<file path="src/rtl/code_decoder_3x8.sv">
// code_decoder_3x8: 3-bit code stream to timed one-hot pulses.
// Codes enter over a valid/ready handshake into a small circular FIFO. Each
// code is popped and driven as a one-hot word for HOLD_CYCLES cycles. The
// pulse is followed by GAP_CYCLES all-zero cycles. With GAP_CYCLES=0, queued
// codes run back-to-back with no zero cycle between them.
// Optional feature macro: CODE_DECODER_STICKY_EN adds sticky_clr/sticky_mask.
// sticky_mask is the OR of every one-hot word driven since the last clear.
`timescale 1ns/1ps

module code_decoder_3x8 #(
  parameter int FIFO_DEPTH  = 4,
  parameter int HOLD_CYCLES = 3,
  parameter int GAP_CYCLES  = 1
) (
  input  logic                          clk,
  input  logic                          rst_n,
  input  logic                          flush,
  input  logic                          in_valid,
  input  logic [2:0]                    in_code,
`ifdef CODE_DECODER_STICKY_EN
  input  logic                          sticky_clr,
  output logic [7:0]                    sticky_mask,
`endif
  output logic                          in_ready,
  output logic [7:0]                    out_onehot,
  output logic                          out_valid,
  output logic                          busy,
  output logic [$clog2(FIFO_DEPTH):0]   fifo_count
);

  localparam int AW = $clog2(FIFO_DEPTH);
  localparam int CW = AW + 1;
  localparam logic [CW-1:0] DEPTH_C = CW'(FIFO_DEPTH);
  localparam logic [7:0]    HOLD_L  = 8'(HOLD_CYCLES - 1);
  localparam logic [7:0]    GAP_L   = 8'((GAP_CYCLES > 0) ? GAP_CYCLES - 1 : 0);
  localparam bit            HAS_GAP = (GAP_CYCLES > 0);

  typedef enum logic [1:0] {
    IDLE  = 2'd0,
    DRIVE = 2'd1,
    GAP   = 2'd2
  } state_t;

  // FIFO storage and pointers
  logic [2:0]    mem_q [FIFO_DEPTH];
  logic [AW-1:0] wr_ptr_q, wr_ptr_d;
  logic [AW-1:0] rd_ptr_q, rd_ptr_d;
  logic [CW-1:0] count_q, count_d;

  // Output stage
  state_t        state_q, state_d;
  logic [7:0]    cnt_q, cnt_d;
  logic [7:0]    onehot_q, onehot_d;

  logic          push;
  logic          pop;
  logic [2:0]    head;
  logic [7:0]    head_onehot;

  // in_ready looks only at registered occupancy. A pop in the same cycle
  // does not open a slot until the next cycle.
  assign in_ready    = (count_q < DEPTH_C);
  assign push        = in_valid & in_ready & ~flush;
  assign head        = mem_q[rd_ptr_q];
  assign head_onehot = 8'h01 << head;

  // Sequencing of pulse, gap and idle, plus the pop request into the FIFO
  always_comb begin
    state_d  = state_q;
    cnt_d    = cnt_q;
    onehot_d = onehot_q;
    pop      = 1'b0;
    unique case (state_q)
      IDLE: begin
        onehot_d = 8'h00;
        if (count_q != '0) begin
          pop      = 1'b1;
          onehot_d = head_onehot;
          cnt_d    = HOLD_L;
          state_d  = DRIVE;
        end
      end
      DRIVE: begin
        if (cnt_q != 8'd0) begin
          cnt_d = cnt_q - 8'd1;
        end else if (HAS_GAP) begin
          state_d  = GAP;
          onehot_d = 8'h00;
          cnt_d    = GAP_L;
        end else if (count_q != '0) begin
          // Back-to-back reload: the next word follows with no zero cycle
          pop      = 1'b1;
          onehot_d = head_onehot;
          cnt_d    = HOLD_L;
        end else begin
          state_d  = IDLE;
          onehot_d = 8'h00;
          cnt_d    = 8'd0;
        end
      end
      GAP: begin
        onehot_d = 8'h00;
        if (cnt_q != 8'd0) cnt_d = cnt_q - 8'd1;
        else               state_d = IDLE;
      end
      default: begin
        state_d  = IDLE;
        onehot_d = 8'h00;
        cnt_d    = 8'd0;
      end
    endcase
    // flush abandons the pulse in flight and discards the queue
    if (flush) begin
      state_d  = IDLE;
      cnt_d    = 8'd0;
      onehot_d = 8'h00;
      pop      = 1'b0;
    end
  end

  // FIFO pointer and occupancy update. The pointers wrap naturally because
  // the depth is a power of two.
  always_comb begin
    wr_ptr_d = wr_ptr_q;
    rd_ptr_d = rd_ptr_q;
    count_d  = count_q;
    if (push) wr_ptr_d = wr_ptr_q + AW'(1);
    if (pop)  rd_ptr_d = rd_ptr_q + AW'(1);
    unique case ({push, pop})
      2'b10:   count_d = count_q + CW'(1);
      2'b01:   count_d = count_q - CW'(1);
      default: count_d = count_q;
    endcase
    if (flush) begin
      wr_ptr_d = '0;
      rd_ptr_d = '0;
      count_d  = '0;
    end
  end

  // FIFO data write. The contents need no reset because the pointers
  // qualify them.
  always_ff @(posedge clk) begin
    if (push) mem_q[wr_ptr_q] <= in_code;
  end

  // State registers with synchronous active-low reset
  always_ff @(posedge clk) begin
    if (!rst_n) begin
      wr_ptr_q <= '0;
      rd_ptr_q <= '0;
      count_q  <= '0;
      state_q  <= IDLE;
      cnt_q    <= 8'd0;
      onehot_q <= 8'h00;
    end else begin
      wr_ptr_q <= wr_ptr_d;
      rd_ptr_q <= rd_ptr_d;
      count_q  <= count_d;
      state_q  <= state_d;
      cnt_q    <= cnt_d;
      onehot_q <= onehot_d;
    end
  end

  assign out_onehot = onehot_q;
  assign out_valid  = (state_q == DRIVE);
  assign busy       = (state_q != IDLE) || (count_q != '0);
  assign fifo_count = count_q;

`ifdef CODE_DECODER_STICKY_EN
  logic [7:0] sticky_q, sticky_d;

  // Accumulate every driven word. Any clear source wins over accumulation.
  always_comb begin
    sticky_d = sticky_q | onehot_q;
    if (flush || sticky_clr) sticky_d = 8'h00;
  end

  // Sticky register
  always_ff @(posedge clk) begin
    if (!rst_n) sticky_q <= 8'h00;
    else        sticky_q <= sticky_d;
  end

  assign sticky_mask = sticky_q;
`endif

endmodule

</file>
<file path="config.mk">
export PLATFORM = sky130hd
export DESIGN_NAME = code_decoder_3x8
export DESIGN_NICKNAME = d
export VERILOG_FILES = /design/src/rtl/code_decoder_3x8.sv
export SDC_FILE = /design/constraint.sdc
export NUM_CORES = 1
export LEC_CHECK = 0
export BUFFER_PORTS_ARGS = -buffer_cell sky130_fd_sc_hd__buf_2
export CAP_MARGIN = 5
export CORE_MARGIN = 3
export CORE_UTILIZATION = 40
export CTS_CLUSTER_DIAMETER = 200
export CTS_CLUSTER_SIZE = 16
export DETAILED_ROUTE_END_ITERATION = 8
export MAX_ROUTING_LAYER = met4
export PLACE_DENSITY = 0.58
export SYNTH_ARGS = -nofsm -noshare
export SYNTH_HDL_FRONTEND = slang
export SYNTH_SLANG_ARGS = --single-unit
</file>
<file path="constraint.sdc">
create_clock -name clk -period 3.69 [get_ports clk]
set_input_delay 0.738 -clock clk [delete_from_list [all_inputs] [get_ports clk]]
set_output_delay 0.738 -clock clk [all_outputs]
set_load 0.005 [all_outputs]
</file>
; ---- After elaboration in Yosys (flattened, before gate mapping)
; Memories as Yosys holds them, arrays and structs flattened. A register that Yosys moved wholly into a read port is not among the register bits.
; Index checks and enable logic that the tools add are counted.
[totals]
register_bits = 25
latch_bits = 0
ram_bits = 12
rom_bits = 0
input_bits = 7
wordCells = 54
mem_count = 1
[classes]
n_addsub = 5
mul = 0
div_mod_pow = 0
magnitude_cmp = 1
n_eq_ne = 8
n_shift = 1
muxes = 19
bitwise = 4
reduce_logical = 9
[memory_table]
columns = name, words, word_bits, rd, rd_clocked_by_memory_dff, write_ports, line_no
row1 = mem_q, 4, 3, 1, 1, 1, 45  ; logic [2:0] mem_q [FIFO_DEPTH];
[ops]
columns = op, count
row1 = $mux 8, 5
row2 = $pmux 8 s3, 1
row3 = $pmux 8 s2, 1
row4 = $mux 2, 5
row5 = $ne 2x2->1 const B, 4
row6 = $reduce_bool 8->1, 1
row7 = $shl 1x3->8 const A, 1
row8 = $sub 8x1->8 const B, 1
row9 = $pmux 2 s3, 1
row10 = $pmux 3 s2, 1
row11 = $mux 1, 5
row12 = $add 2x1->2 const B, 2
row13 = $eq 2x1->1 const B, 2
row14 = $eq 2x2->1 const B, 2
row15 = $reduce_bool 2->1, 2
row16 = $add 3x1->3 const B, 1
row17 = $lt 3x3->1 const B, 1
row18 = $reduce_and 3->1, 1
row19 = $reduce_bool 3->1, 1
row20 = $sub 3x1->3 const B, 1
row21 = $and 1x1->1, 2
row22 = $logic_not 2->1, 1
row23 = $not 1->1, 2
row24 = $reduce_and 2->1, 1
row25 = 2 further kinds, 2

; ---- Logic depth before layout (Yosys ltp)
[depth]
word_depth = 6
ltp_mapped = 8
mapped_depth_nobuf = 8

; ---- Worst setup path after synthesis
; No wires, ideal clock.
[synth_timing]
path_kind = input -> register
start = in in_valid
end = reg count_q[2] (netlist: fifo_count[2])
setup_time_ns = 0.070
t_arrival_ns = 2.258
required_ns = 3.620
path_slack_ns = 1.362
cell_stages = 8
path_buffers = 0
path_cell_list = nor3b_1 > inv_1 > ha_1 > inv_1 > fa_1 > xor2_1 > or3_1 > a21oi_1
[synth_between]
elab_chain_len = 4
[synth_rtl]
columns = element, line_no
row1 = start: declaration, 18  ; input logic in_valid,
row2 = $and 1x1->1 (*) (2 in a row), 63  ; assign push = in_valid & in_ready & ~flush;
row3 = $eq 2x1->1 / $eq 2x2->1 (equally long branches), 129  ; unique case ({push, pop})
row4 = $pmux 3 s2 / $reduce_bool 2->1 (equally long branches), n/a
row5 = end signal: assignment, 159  ; count_q <= count_d;
row6 = end: declaration, 48  ; logic [CW-1:0] count_q, count_d;
; Every way passes the cells marked *; elsewhere a longest branch is shown, timed or not.
; A chain may end at the register's enable or synchronous reset.

; ---- Final worst setup path
[layout_timing]
start = in flush
end = reg count_q[2] (netlist: fifo_count[2])
[layout_between]
elab_chain_len = 4
[layout_rtl]
columns = element, line_no
row1 = start: declaration, 17  ; input logic flush,
row2 = $not 1->1, 63
row3 = $and 1x1->1, 63
row4 = $eq 2x1->1 / $eq 2x2->1 (equally long branches), 129
row5 = $pmux 3 s2 / $reduce_bool 2->1 (equally long branches), n/a
; Several ways; a longest one is shown, not always the timed one.

==> reports/metrics.cfg <==
[power_and_ir_drop]
powerDensity_nw_per_um2 = 404
cellLeakagePower_uw = 0.000774
peak_ir_drop_on_the_vdd_network_mv = 0.194

[clocking]
max-clock-path-buffers = 2
cts.sinks = 39
ctsResizeCount = 0
tritoncts.num_buffers = 5
cts_tree = built
clk_root_buffer_cell = sky130_fd_sc_hd__clkbuf_8
post_cts_hold_buffer_count = 0
clk_pin_slew_ns = 0.08
cts_htree_levels = 2
post-cts-setup-buffers = 0
later_pin_clock_latency_in_the_skew_report_ns = 0.29

[hold_path]
hold_path_startpoint = out_onehot[3]
hold_path_stages = 2
end_point_of_the_most_critical_hold_path = out_onehot[3]
worstHoldPathType = reg -> reg

[floorplan]
die_width_um = 72.9
rows = 23
fp.dieH_um = 72.9
die_area_um2 = 5320
floorplan.core_area_um2 = 4170
io-pin-count = 21
start_util_pct = 42.9

[sta]
finalSetupTns_ns = 0
maxSlewHeadroom_pct = 45.5
final_min_period_over_clock_period_pct = 65.9
worst_hold_slack_ns = 0.512
slew_viol_final = 0
worst_clock_skew_ns = 0.00339
timing_worst_slew_pin_value_ns = 0.816
finalHoldViolations = 0
post-route-min-period_ns = 2.43
fmax_ghz = 0.411
finalSetupViolCount = 0
rsz0062_at_grt = no

[grt]
grt_overflow = 0
grt_most_used_layer = met2
grtUsageMet1_pct = 18.8
grt_start_max_net_pins = 21
grt_use_total_pct = 14.6
first_global_vias = 1342
groute.layer.met2.usage_pct = 21.8
global_route.usage.met3_pct = 4.55
grt_first_pass_wirelength_mm = 5.83
antenna_found_initial = 0

[layout]
final_layout_size_suffix_gt1_share_pct = 21.3
num_antenna_cells = 0
area_growth_pct = 14.0
layout.nets = 211

[detailed_routing]
routedWlPerCell_um = 13.7
total_routed_length_mm = 3.39
detail-route-antenna-nets = 0
route.vias.total = 1332
drt-initial-drc-count = 84
drt-vias-per-instance = 5.39
drc = 0
dr.pass1.iters = 4

[critical_path]
critPathKind = in -> reg
r2r_start = state_q[0]
setup.reg_to_reg.worst_slack_ns = 1.31
crit_path_cell_trace = buf_2 -> nor3b_1 -> inv_1 -> ha_1 -> inv_1 -> fa_1 -> xor2_1 -> or3_1 -> a21oi_1
slowest_delay_ns = 0.67
timing.critical_path.max_delay_family = simple AND/OR/NAND/NOR gates
r2r.worst_path.cells = 8
crit_path_top_delay_cell = sky130_fd_sc_hd__nor3b_1
reg2reg_to = fifo_count[2]
worst_path_most_repeated_cell = sky130_fd_sc_hd__inv_1
startpoint_type = input port
timing.critical_path.required_ns = 3.91
critical_path_arrival_ns = 2.66
maximum_fanout_encountered_on_the_critical_timing_path = 8
crit_path_start = flush
cp_num_buf_inv = 3
endpoint_kind = flip-flop

[place]
final_wtd_congestion = 0.831
placement.io_buffers = 20
hpwlAfterDp_mm = 2.57

[synth]
yosys_warnings = 0
flip_flop_and_latch_count_after_synthesis = 39
netlist-cell-type-count = 43
synth-edff-count = 12
dominantRegCellSynth = sky130_fd_sc_hd__dfxtp_1
syn_nets = 185
postSynthCellCount = 170
synth_area_leaders = sky130_fd_sc_hd__dfxtp_1 30%, sky130_fd_sc_hd__edfxtp_1 20%, sky130_fd_sc_hd__ha_1 4.9%
synthArstFlopShare_pct = 0
synth_top_area_share_pct = 30.2
syn_area_per_cell_um2 = 10.5
sequential_area_share_after_synthesis_pct = 50.3
synth.largest_area_cell = sky130_fd_sc_hd__dfxtp_1
mappedNetlistArea_um2 = 1790

[flow_run]
cap_violations = 0

[run_status]
outcome = finished, final reports clean

-- worst max path at each step --
| stage | to | slack, ns | cells past startpoint |
|---|---|---|---|
| 4_1_cts | fifo_count[2] | 1.26 | 9 |
| 6_report | fifo_count[2] | 1.26 | 9 |
| 3_3_place_gp | fifo_count[2] | 1.11 | 9 |
| 3_5_place_dp | fifo_count[2] | 0.95 | 9 |
| 5_1_grt | fifo_count[2] | 1.13 | 9 |
| 2_1_floorplan | fifo_count[2] | 1.36 | 8 |
-- final cells by class --
class	count	area (um^2)
clock buffer	5	68.8
clock inverter	3	23.8
fill	378	2130
inverter	11	41.3
multi-input combinational	117	831
sequential	39	901
tap	50	62.6
timing repair buffer	22	115
-- flip-flops by register name, summed over array words and instances, names as in the netlist, named ones only --
name	count
mem_q	12
cnt_q	8
out_onehot	8
fifo_count	3
rd_ptr_q	2
state_q	2
wr_ptr_q	2
-- metal layers --
layer	up-vias	part of all wire [%]
li1	663	-
met1	638	47
met2	29	47
met3	2	6.0
met4	0	0.56
met5	-	0
-- synthesized netlist by cell type (2+ instances only) --
library cell,count
sky130_fd_sc_hd__a21oi_1,9
sky130_fd_sc_hd__a22oi_1,8
sky130_fd_sc_hd__a31oi_1,3
sky130_fd_sc_hd__and2_1,6
sky130_fd_sc_hd__and3_1,2
sky130_fd_sc_hd__clkbuf_1,2
sky130_fd_sc_hd__dfxtp_1,27
sky130_fd_sc_hd__edfxtp_1,12
sky130_fd_sc_hd__ha_1,7
sky130_fd_sc_hd__inv_1,11
sky130_fd_sc_hd__mux2i_1,3
sky130_fd_sc_hd__mux4_2,3
sky130_fd_sc_hd__nand2_1,3
sky130_fd_sc_hd__nand3_1,4
sky130_fd_sc_hd__nor2_1,21
sky130_fd_sc_hd__nor2b_1,4
sky130_fd_sc_hd__nor3_1,3
sky130_fd_sc_hd__nor3b_1,3
sky130_fd_sc_hd__nor4_1,2
sky130_fd_sc_hd__o211ai_1,2
sky130_fd_sc_hd__o21ai_0,4
sky130_fd_sc_hd__o31ai_1,3
sky130_fd_sc_hd__or2_2,3
sky130_fd_sc_hd__or3_1,2
sky130_fd_sc_hd__or4_1,2
sky130_fd_sc_hd__xnor2_1,3
sky130_fd_sc_hd__xor2_1,2
-- worst reg2reg max path, cell delays in order, from the launching register on --
cell and delay (ns):
sky130_fd_sc_hd__dfxtp_1 0.37, sky130_fd_sc_hd__or2_2 0.37, sky130_fd_sc_hd__nor3_1 0.29, sky130_fd_sc_hd__ha_1 0.26, sky130_fd_sc_hd__inv_1 0.06, sky130_fd_sc_hd__fa_1 0.37, sky130_fd_sc_hd__xor2_1 0.16, sky130_fd_sc_hd__or3_1 0.30
sky130_fd_sc_hd__a21oi_1 0.14
-- cells by family (layout without fill, tap and decap cells) --
logic type                 count (synthesis)  after routing  synth area share, %
DFF                                       39             39                 50.3
xor gates and xnor gates                   5              5                 2.44
buffers and inverters                     14             41                 3.35
AOI/OAI and AO/OA                         32             32                 11.3
and+or+nand+nor                           66             66                 21.2
adders and majority gates                  8              8                 6.01
muxes                                      6              6                 5.45
-- report_power, final --
group / switching, uW / internal, uW / total [uW]
Clock: 156 / 135 / 291
Combinational: 43.7 / 34.7 / 78.3
Sequential: 7.09 / 449 / 456
-- through the flow --
stage / worst slack [ns] / area [um^2] / util (%) / total power [uW] / std cells
2_1_floorplan: 1.36 / 1790 / - / 522 / 170
3_3_place_gp: 1.11 / 1950 / 46.7 / 541 / 239
3_5_place_dp: 0.945 / 1950 / 46.7 / 544 / 239
4_1_cts: 1.26 / 2040 / 49.0 / 837 / 247
5_1_grt: 1.13 / 2040 / 49.0 / 867 / 247
6_report: 1.26 / 2040 / 49.0 / 825 / 247
-- placed cells by master (no fill, tap or decap), drive strengths merged, types with 4 or more instances in the layout --
cell / synthesis / layout
nor2b: 4 / 4
ha: 7 / 7
and2: 6 / 6
buf: 1 / 22
a22oi: 8 / 8
dfxtp: 27 / 27
inv: 11 / 12
o21ai: 4 / 4
edfxtp: 12 / 12
or4: 4 / 4
a21oi: 9 / 9
nand3: 4 / 4
clkbuf: 2 / 5
nor2: 21 / 21
Power figures use the tool's default switching activity.
